$ cat src/rtl/inst_fetch_ctrl.sv
// Instruction fetch sequencer: one outstanding read, fixed-latency capture,
// ready/valid hand-off to the core and PC/retirement update on completion.
//
// state | meaning
// IDLE  | no fetch in progress, waiting for fetch_en
// FETCH | instrmem_rd strobe cycle, PC held
// WAIT  | latency down-counter running, capture at terminal count
// HOLD  | instr_out offered with instr_valid until instr_ready
// EXEC  | instruction accepted, waiting for complete_instr
module inst_fetch_ctrl #(
    parameter int unsigned MEM_LATENCY = 1,
    parameter logic [15:0] RESET_PC    = 16'h3000
) (
    input  logic        clock,
    input  logic        reset,
    input  logic        fetch_en,
    output logic [15:0] PC,
    output logic        instrmem_rd,
    input  logic [15:0] instr_dout,
    output logic        instr_valid,
    output logic [15:0] instr_out,
    input  logic        instr_ready,
    input  logic        complete_instr,
    input  logic        br_taken,
    input  logic [15:0] br_target,
    output logic [15:0] retired_cnt
);

    typedef enum logic [2:0] {
        IDLE  = 3'd0,
        FETCH = 3'd1,
        WAIT  = 3'd2,
        HOLD  = 3'd3,
        EXEC  = 3'd4
    } state_t;

    localparam logic [2:0] LAT = 3'(MEM_LATENCY);

    state_t      state_q, state_d;
    logic [2:0]  cnt_q, cnt_d;
    logic [15:0] pc_q, pc_d;
    logic [15:0] out_q, out_d;
    logic [15:0] ret_q, ret_d;
    logic        rd_q;
    logic        valid_q;
    logic [1:0]  warm_q;

    always_comb begin
        state_d = state_q;
        cnt_d   = cnt_q;
        pc_d    = pc_q;
        out_d   = out_q;
        ret_d   = ret_q;
        case (state_q)
            IDLE: begin
                // warm_q[1] keeps the first read two cycles clear of reset release
                if (fetch_en && warm_q[1]) state_d = FETCH;
            end
            FETCH: begin
                cnt_d   = LAT;
                state_d = WAIT;
            end
            WAIT: begin
                if (cnt_q <= 3'd1) begin
                    cnt_d   = 3'd0;
                    out_d   = instr_dout;
                    state_d = HOLD;
                end else begin
                    cnt_d = cnt_q - 3'd1;
                end
            end
            HOLD: begin
                if (instr_ready) state_d = EXEC;
            end
            EXEC: begin
                if (complete_instr) begin
                    pc_d    = br_taken ? br_target : pc_q + 16'd1;
                    ret_d   = (ret_q == 16'hFFFF) ? ret_q : ret_q + 16'd1;
                    state_d = fetch_en ? FETCH : IDLE;
                end
            end
            default: state_d = IDLE;
        endcase
    end

    always_ff @(posedge clock) begin
        if (!reset) begin
            state_q <= IDLE;
            cnt_q   <= 3'd0;
            pc_q    <= RESET_PC;
            out_q   <= 16'h0000;
            ret_q   <= 16'h0000;
            rd_q    <= 1'b0;
            valid_q <= 1'b0;
            warm_q  <= 2'b00;
        end else begin
            state_q <= state_d;
            cnt_q   <= cnt_d;
            pc_q    <= pc_d;
            out_q   <= out_d;
            ret_q   <= ret_d;
            rd_q    <= (state_d == FETCH);
            valid_q <= (state_d == HOLD);
            warm_q  <= {warm_q[0], 1'b1};
        end
    end

    assign PC          = pc_q;
    assign instrmem_rd = rd_q;
    assign instr_valid = valid_q;
    assign instr_out   = out_q;
    assign retired_cnt = ret_q;

endmodule

$ cat config.mk
export PLATFORM = sky130hd
export DESIGN_NAME = inst_fetch_ctrl
export DESIGN_NICKNAME = d
export VERILOG_FILES = /design/src/rtl/inst_fetch_ctrl.sv
export SDC_FILE = /design/constraint.sdc
export NUM_CORES = 1
export LEC_CHECK = 0
export CELL_PAD_IN_SITES_DETAIL_PLACEMENT = 0
export CELL_PAD_IN_SITES_GLOBAL_PLACEMENT = 1
export CORE_UTILIZATION = 33
export DETAILED_ROUTE_END_ITERATION = 16
export PLACE_DENSITY_LB_ADDON = 0.1
export RECOVER_POWER = 25
export REMOVE_ABC_BUFFERS = 1
export SLEW_MARGIN = 20
export SYNTH_ARGS = -nofsm -noshare
export SYNTH_HDL_FRONTEND = slang
export SYNTH_SLANG_ARGS = --single-unit
$ cat constraint.sdc
create_clock -name clock -period 2.1 [get_ports clock]
set_clock_uncertainty 0.15 [all_clocks]
set_input_delay 0.315 -clock clock [delete_from_list [all_inputs] [get_ports clock]]
set_output_delay 0.315 -clock clock [all_outputs]
set_load 0.1 [all_outputs]
==> metrics.md, run 1 <==
| Metric | Value |
|---|---|
| Outcome | finished clean |
| Netlist cell types | 47 |
| Worst skew pair latency | 0.33 ns |
| Num rows | 33 |
| Via/cell ratio | 5.31 |
| Hold_sp | warm_q[0]$_DFF_P_ |
| Top-area cell type share of the netlist area | 40.8% |
| Io pins | 88 |
| Reg2Reg Depth | 5 |
| Antenna violations before repair | 0 |
| Synth area leaders | dfxtp_1, nand2_1, a21oi_1, o21ai_0, o31ai_1 |
| Share of cells above drive strength 1 | 20.9% |
| Slew margin rel. | 62.8% |
| H-tree levels | 3 |
| Max-cap violation count | 0 |
| Final slew viol count | 0 |
| Sequential share of the synthesized area | 40.8% |
| Die span in y | 94.8 um |
| Slew @ Worst Pin | 0.558 ns |
| Unrepaired setup endpoints after global routing | false |
| Largest net degree at the start of global routing | 38 |
| Placer congestion estimate | 0.827 |
| Max Freq | 524 MHz |
| Final setup vio count | 0 |
| Area Growth Syn to Fin | 41.9% |
| Post-CTS Hold Fix Bufs | 0 |
| Drt wl/cell | 14.5 um |
| WP data required | 2.21 ns |
| Launch point of the critical path | retired_cnt[1]$_SDFFE_PN0P_ |
| Worst EP arrival | 2.02 ns |
| Reg clk slew, reported paths | 0.07 ns |
| Antenna Nets Post-Route | 0 |
| Critical path peak fanout | 10 |
| CP Capture Point | retired_cnt[8]$_SDFFE_PN0P_ |
| # resized after CTS | 0 |
| Count of final hold-check violations | 0 |
| CTS tree | done |
| Post-Layout Inst Area | 4040 um^2 |
| Vias | 3,019 |
| First-pass GRT wire length | 13,300 um |
| Core area | 8260 um^2 |
| Mapped Avg Cell Area | 7.92 um^2 |
| WL final | 8270 um |
| # diodes | 0 |
| Peak supply drop | 283 uV |
| Cells after synthesis | 359 |
| Yosys reg bits | 58 |
| Met3 Track Usage GR | 3.54% |
| Chip width | 94.8 um |
| Worst Path Class, Setup | flop to flop |
| CTS Buffer Depth | 2 |
| Ys Warns | 0 |
| Crit end category | flop |
| # nets final | 500 |
| Power per cell area | 658 nW/um^2 |
| Setup Fix Bufs, Post-CTS | 0 |
| Grt ovf | 0 |
| Initial core utilization | 34.4% |
| Placed instance area | 3900 um^2 |
| DRC viols | 0 |
| GR Util met1 | 24.3% |
| Reg2Reg Setup Slack | 0.19 ns |
| I/O Buffers | 87 |
| Min cycle time layout | 1.91 ns |
| HPWL Detailed | 5820 um |
| Mapped cell area | 2840 um^2 |
| Share of the clock period used by the worst path | 90.8% |
| Synth area leader | dfxtp_1 |
| Number of synthesized flops with an enable pin | 0 |
| Hold WC Path Type | flop to flop |
| Die area | 8990 um^2 |
| Primary FF master, synth | dfxtp_1 |
| GRT met2 Usage | 31.2% |
| GR peak layer | met2 |
| DRT Pass-1 Iters | 4 |
| Nature of the critical path startpoint | flop |
| Total CTS buffers | 9 |
| GRT Total Usage | 19.0% |
| P_leak | 1.50 nW |
| Non-filler instance count after layout | 569 |
| Vias in the first global route | 2,806 |
| Post-synth ARST share | 0% |
| 1st-iter DRT viols | 133 |
| Clock Sinks | 58 |
| Clock root cell | clkbuf_8 |
| Dpl cells | 553 |
| Worst r2r src | retired_cnt[1]$_SDFFE_PN0P_ |
| Synth cell count leaders | dfxtp_1, nand2_1, a21oi_1, o21ai_0, clkbuf_1 |
| Reg-to-reg endpoint | retired_cnt[8]$_SDFFE_PN0P_ |
| Most instantiated library cell after synthesis | dfxtp_1 |
==> logic make-up after synthesis <==
group           share of synthesized area, %
mux                                     1.45
compound gates                          23.6
simple gates                            28.1
flops                                   40.8
fa+ha+maj                               1.32
buf+inv                                 4.71
==> sequential cells by signal, summed over array words and instances (netlist names) <==
register and count:
state_q 3, retired_cnt 16, instrmem_rd 1, cnt_q 3, instr_valid 1, PC 16
warm_q 2, instr_out 16
==> cell usage in the layout (no fill, tap or decap), drive strengths merged, types with 5 or more instances in the layout <==
cell	netlist	routed
dfxtp	58	58
or3	9	9
or4	8	8
and3	5	5
nand2	55	55
buf	6	51
nor4	6	6
nor3	6	6
nand4	9	9
nand2b	5	5
nor2	16	16
clkdlybuf4s50	0	37
inv	9	10
o21ai	23	23
nand3	14	14
a31oi	5	5
clkbuf	18	34
o31ai	11	11
a21oi	40	40
==> area by class of cell <==
cell class | count | area, um^2
fillers | 832 | 4220
multi-input cells | 267 | 1550
flip-flops and latches | 58 | 1160
repair buffers | 113 | 925
well taps | 105 | 131
clock buffers | 9 | 124
clock inverters | 7 | 103
inverters | 10 | 37.5
==> critical path, stage by stage, from the launching register on <==
cell	delay [ns]
dfxtp_1	0.41
ha_1	0.20
nand3_1	0.13
or2_2	0.38
or4_1	0.42
a21oi_1	0.15
==> how the worst min path moves through the flow <==
stage                                end  slack [ns]  cells past startpoint
global route        warm_q[1]$_SDFF_PN0_        0.31                      1
finish              warm_q[1]$_SDFF_PN0_        0.28                      1
CTS                 warm_q[1]$_SDFF_PN0_        0.28                      1
floorplan              warm_q[0]$_DFF_P_        0.19                      0
detailed placement  warm_q[1]$_SDFF_PN0_        0.27                      1
global placement    warm_q[1]$_SDFF_PN0_        0.27                      1
==> metrics by stage <==
step	setup TNS (ns)	utilization (%)	hold slack [ns]	setup slack, ns	power, mW
detailed placement	-0.974	47.2	0.270	-0.125	1.52
finish	0	48.9	0.285	0.193	2.65
CTS	0	50.0	0.282	0.204	2.70
global route	0	48.9	0.315	0.0480	2.77
global placement	-0.509	47.2	0.267	-0.0884	1.52
floorplan	-10.17	-	0.193	-0.656	1.36
==> per-layer routing <==
metal	up-vias	wire (um)
met5	-	0
met4	0	92
met3	8	355
met2	73	3930
met1	1406	3890
li1	1532	-
==> where the power goes <==
group          internal (mW)  leakage (nW)  switching [mW]  total (mW)
Clock                  0.678         0.110           0.495        1.17
Combinational          0.123         0.920           0.224       0.347
Sequential              1.12         0.469          0.0110        1.13
Note: power is estimated with default switching activity, not from simulation.
==> inputs of run 2 (changes only) <==
--- a/config.mk
+++ b/config.mk
@@ -10,7 +10,7 @@
 export CORE_UTILIZATION = 33
 export DETAILED_ROUTE_END_ITERATION = 16
 export PLACE_DENSITY_LB_ADDON = 0.1
-export RECOVER_POWER = 25
+export RECOVER_POWER = 100
 export REMOVE_ABC_BUFFERS = 1
 export SLEW_MARGIN = 20
 export SYNTH_ARGS = -nofsm -noshare
==> run 2 against run 1 <==
Count of clock-buffer cells in the layout is the same. First-iteration DRC count decreased by 32%. Critical endpoint unchanged. Routed wire length hardly changed. Non-clock buffer count stayed put. Clock power barely moved.
==> metrics.md, run 2 (same netlist as run 1, synthesis figures left out) <==
| Metric | Value |
|---|---|
| Outcome | finished clean |
| Crit end category | flop |
| Reg clk slew, reported paths | 0.07 ns |
| Vias | 3,034 |
| Vias in the first global route | 2,806 |
| Setup Fix Bufs, Post-CTS | 0 |
| Slew margin rel. | 62.8% |
| DRC viols | 0 |
| Worst EP arrival | 2.05 ns |
| Grt ovf | 0 |
| Count of final hold-check violations | 0 |
| WP data required | 2.21 ns |
| # diodes | 0 |
| Die area | 8990 um^2 |
| GRT Total Usage | 19.0% |
| Critical path peak fanout | 10 |
| Non-filler instance count after layout | 569 |
| Slew @ Worst Pin | 0.558 ns |
| Max Freq | 515 MHz |
| Dpl cells | 553 |
| CTS tree | done |
| Cells along the critical path | dlygate4sd3_1 -> nand4bb_1 -> or2_2 -> or4_1 -> a21oi_1 |
| Clock root cell | clkbuf_8 |
| Most common cell after layout, fill and taps aside | dfxtp_1 |
| Via/cell ratio | 5.33 |
| Drt wl/cell | 14.5 um |
| 1st-iter DRT viols | 91 |
| CTS Buffer Depth | 2 |
| H-tree levels | 3 |
| Area Growth Syn to Fin | 38.5% |
| Worst skew pair latency | 0.33 ns |
| Chip width | 94.8 um |
| First-pass GRT wire length | 13,300 um |
| Antenna violations before repair | 0 |
| WL final | 8260 um |
| P_leak | 1.47 nW |
| Placed instance area | 3900 um^2 |
| Min cycle time layout | 1.94 ns |
| Final slew viol count | 0 |
| # resized after CTS | 0 |
| Filler Cell Count | 849 |
| Setup_tns | 0 ns |
| Commonest non-fill, non-tap cells in the layout | dfxtp_1, nand2_1, clkbuf_2, a21oi_1, clkdlybuf4s50_1 |
| Total CTS buffers | 9 |
| Largest net degree at the start of global routing | 38 |
| Max-cap violation count | 0 |
| Power per cell area | 673 nW/um^2 |
| Io pins | 88 |
| CP peak stage delay | 0.60 ns |
| Hold WC Path Type | flop to flop |
| Die span in y | 94.8 um |
| Core area | 8260 um^2 |
| HPWL Detailed | 5820 um |
| Placer congestion estimate | 0.827 |
| Num rows | 33 |
| Initial core utilization | 34.4% |
| Nature of the critical path startpoint | input pin |
| Post-Layout Inst Area | 3940 um^2 |
| # nets final | 500 |
| Share of the clock period used by the worst path | 92.5% |
| Crit path buf inv count | 1 |
| Tot Pwr | 2.65 mW |
| Share of cells above drive strength 1 | 20.3% |
| Worst Path Class, Setup | input pin to flop |
| Unrepaired setup endpoints after global routing | false |
| Final setup vio count | 0 |
| Critical path's top delay family | simple AND/OR/NAND/NOR gates |
| Clock Sinks | 58 |
| Peak supply drop | 282 uV |
| Antenna Nets Post-Route | 0 |
| DRT Pass-1 Iters | 4 |
| I/O Buffers | 87 |
| Slowest stage cell on the critical path | dlygate4sd3_1 |
| Post-CTS Hold Fix Bufs | 0 |
==> run 2: layer usage <==
| layer | GRT usage (%) | share of wire (%) | vias up |
|---|---|---|---|
| met5 | 0 | 0 | - |
| met4 | 7.58 | 1.1 | 0 |
| met3 | 3.54 | 4.1 | 8 |
| met2 | 31.2 | 48 | 66 |
| met1 | 24.3 | 47 | 1430 |
| li1 | - | - | 1530 |
==> run 2: final timing paths <==
path | to | slack (ns) | startpoint | depth (start not counted)
setup reg to reg | retired_cnt[8]$_SDFFE_PN0P_ | 0.21 | retired_cnt[1]$_SDFFE_PN0P_ | 5
hold / removal | warm_q[1]$_SDFF_PN0_ | 0.28 | warm_q[0]$_DFF_P_ | 1
setup / recovery | retired_cnt[8]$_SDFFE_PN0P_ | 0.16 | complete_instr | 5
hold reg to reg | warm_q[1]$_SDFF_PN0_ | 0.28 | warm_q[0]$_DFF_P_ | 1
==> run 2: worst reg2reg max path: stages (launching register included) <==
cell and delay [ns]:
dfxtp_1 0.41, ha_1 0.20, nand3_1 0.12, or2_2 0.38, or4_1 0.42, a21oi_1 0.15
==> run 2: metrics by stage <==
step / worst slack (ns) / utilization [%] / hold WS (ns)
final: 0.158 / 47.7 / 0.283
after floorplan: -0.656 / - / 0.193
after global routing: 0.0480 / 47.7 / 0.315
after detailed placement: -0.125 / 47.2 / 0.270
after global placement: -0.0884 / 47.2 / 0.267
after CTS: 0.204 / 50.0 / 0.282
==> run 2: cell type report <==
type                    count  area [um^2]  area share [%]
repair buffers            113          835            21.2
clock inverters             7          103            2.60
flip-flops and latches     58         1160            29.5
clock buffers               9          124            3.14
multi-input cells         267         1550            39.3
well taps                 105          131            3.34
inverters                  10         37.5           0.953
==> run 2: power breakdown <==
| part | internal [mW] | total [mW] | leakage, nW | switching, mW |
|---|---|---|---|---|
| sequential | 1.12 | 1.13 | 0.469 | 0.0110 |
| combinational | 0.122 | 0.346 | 0.887 | 0.224 |
| clock | 0.678 | 1.17 | 0.110 | 0.494 |
| total | 1.92 | 2.65 | 1.47 | 0.729 |
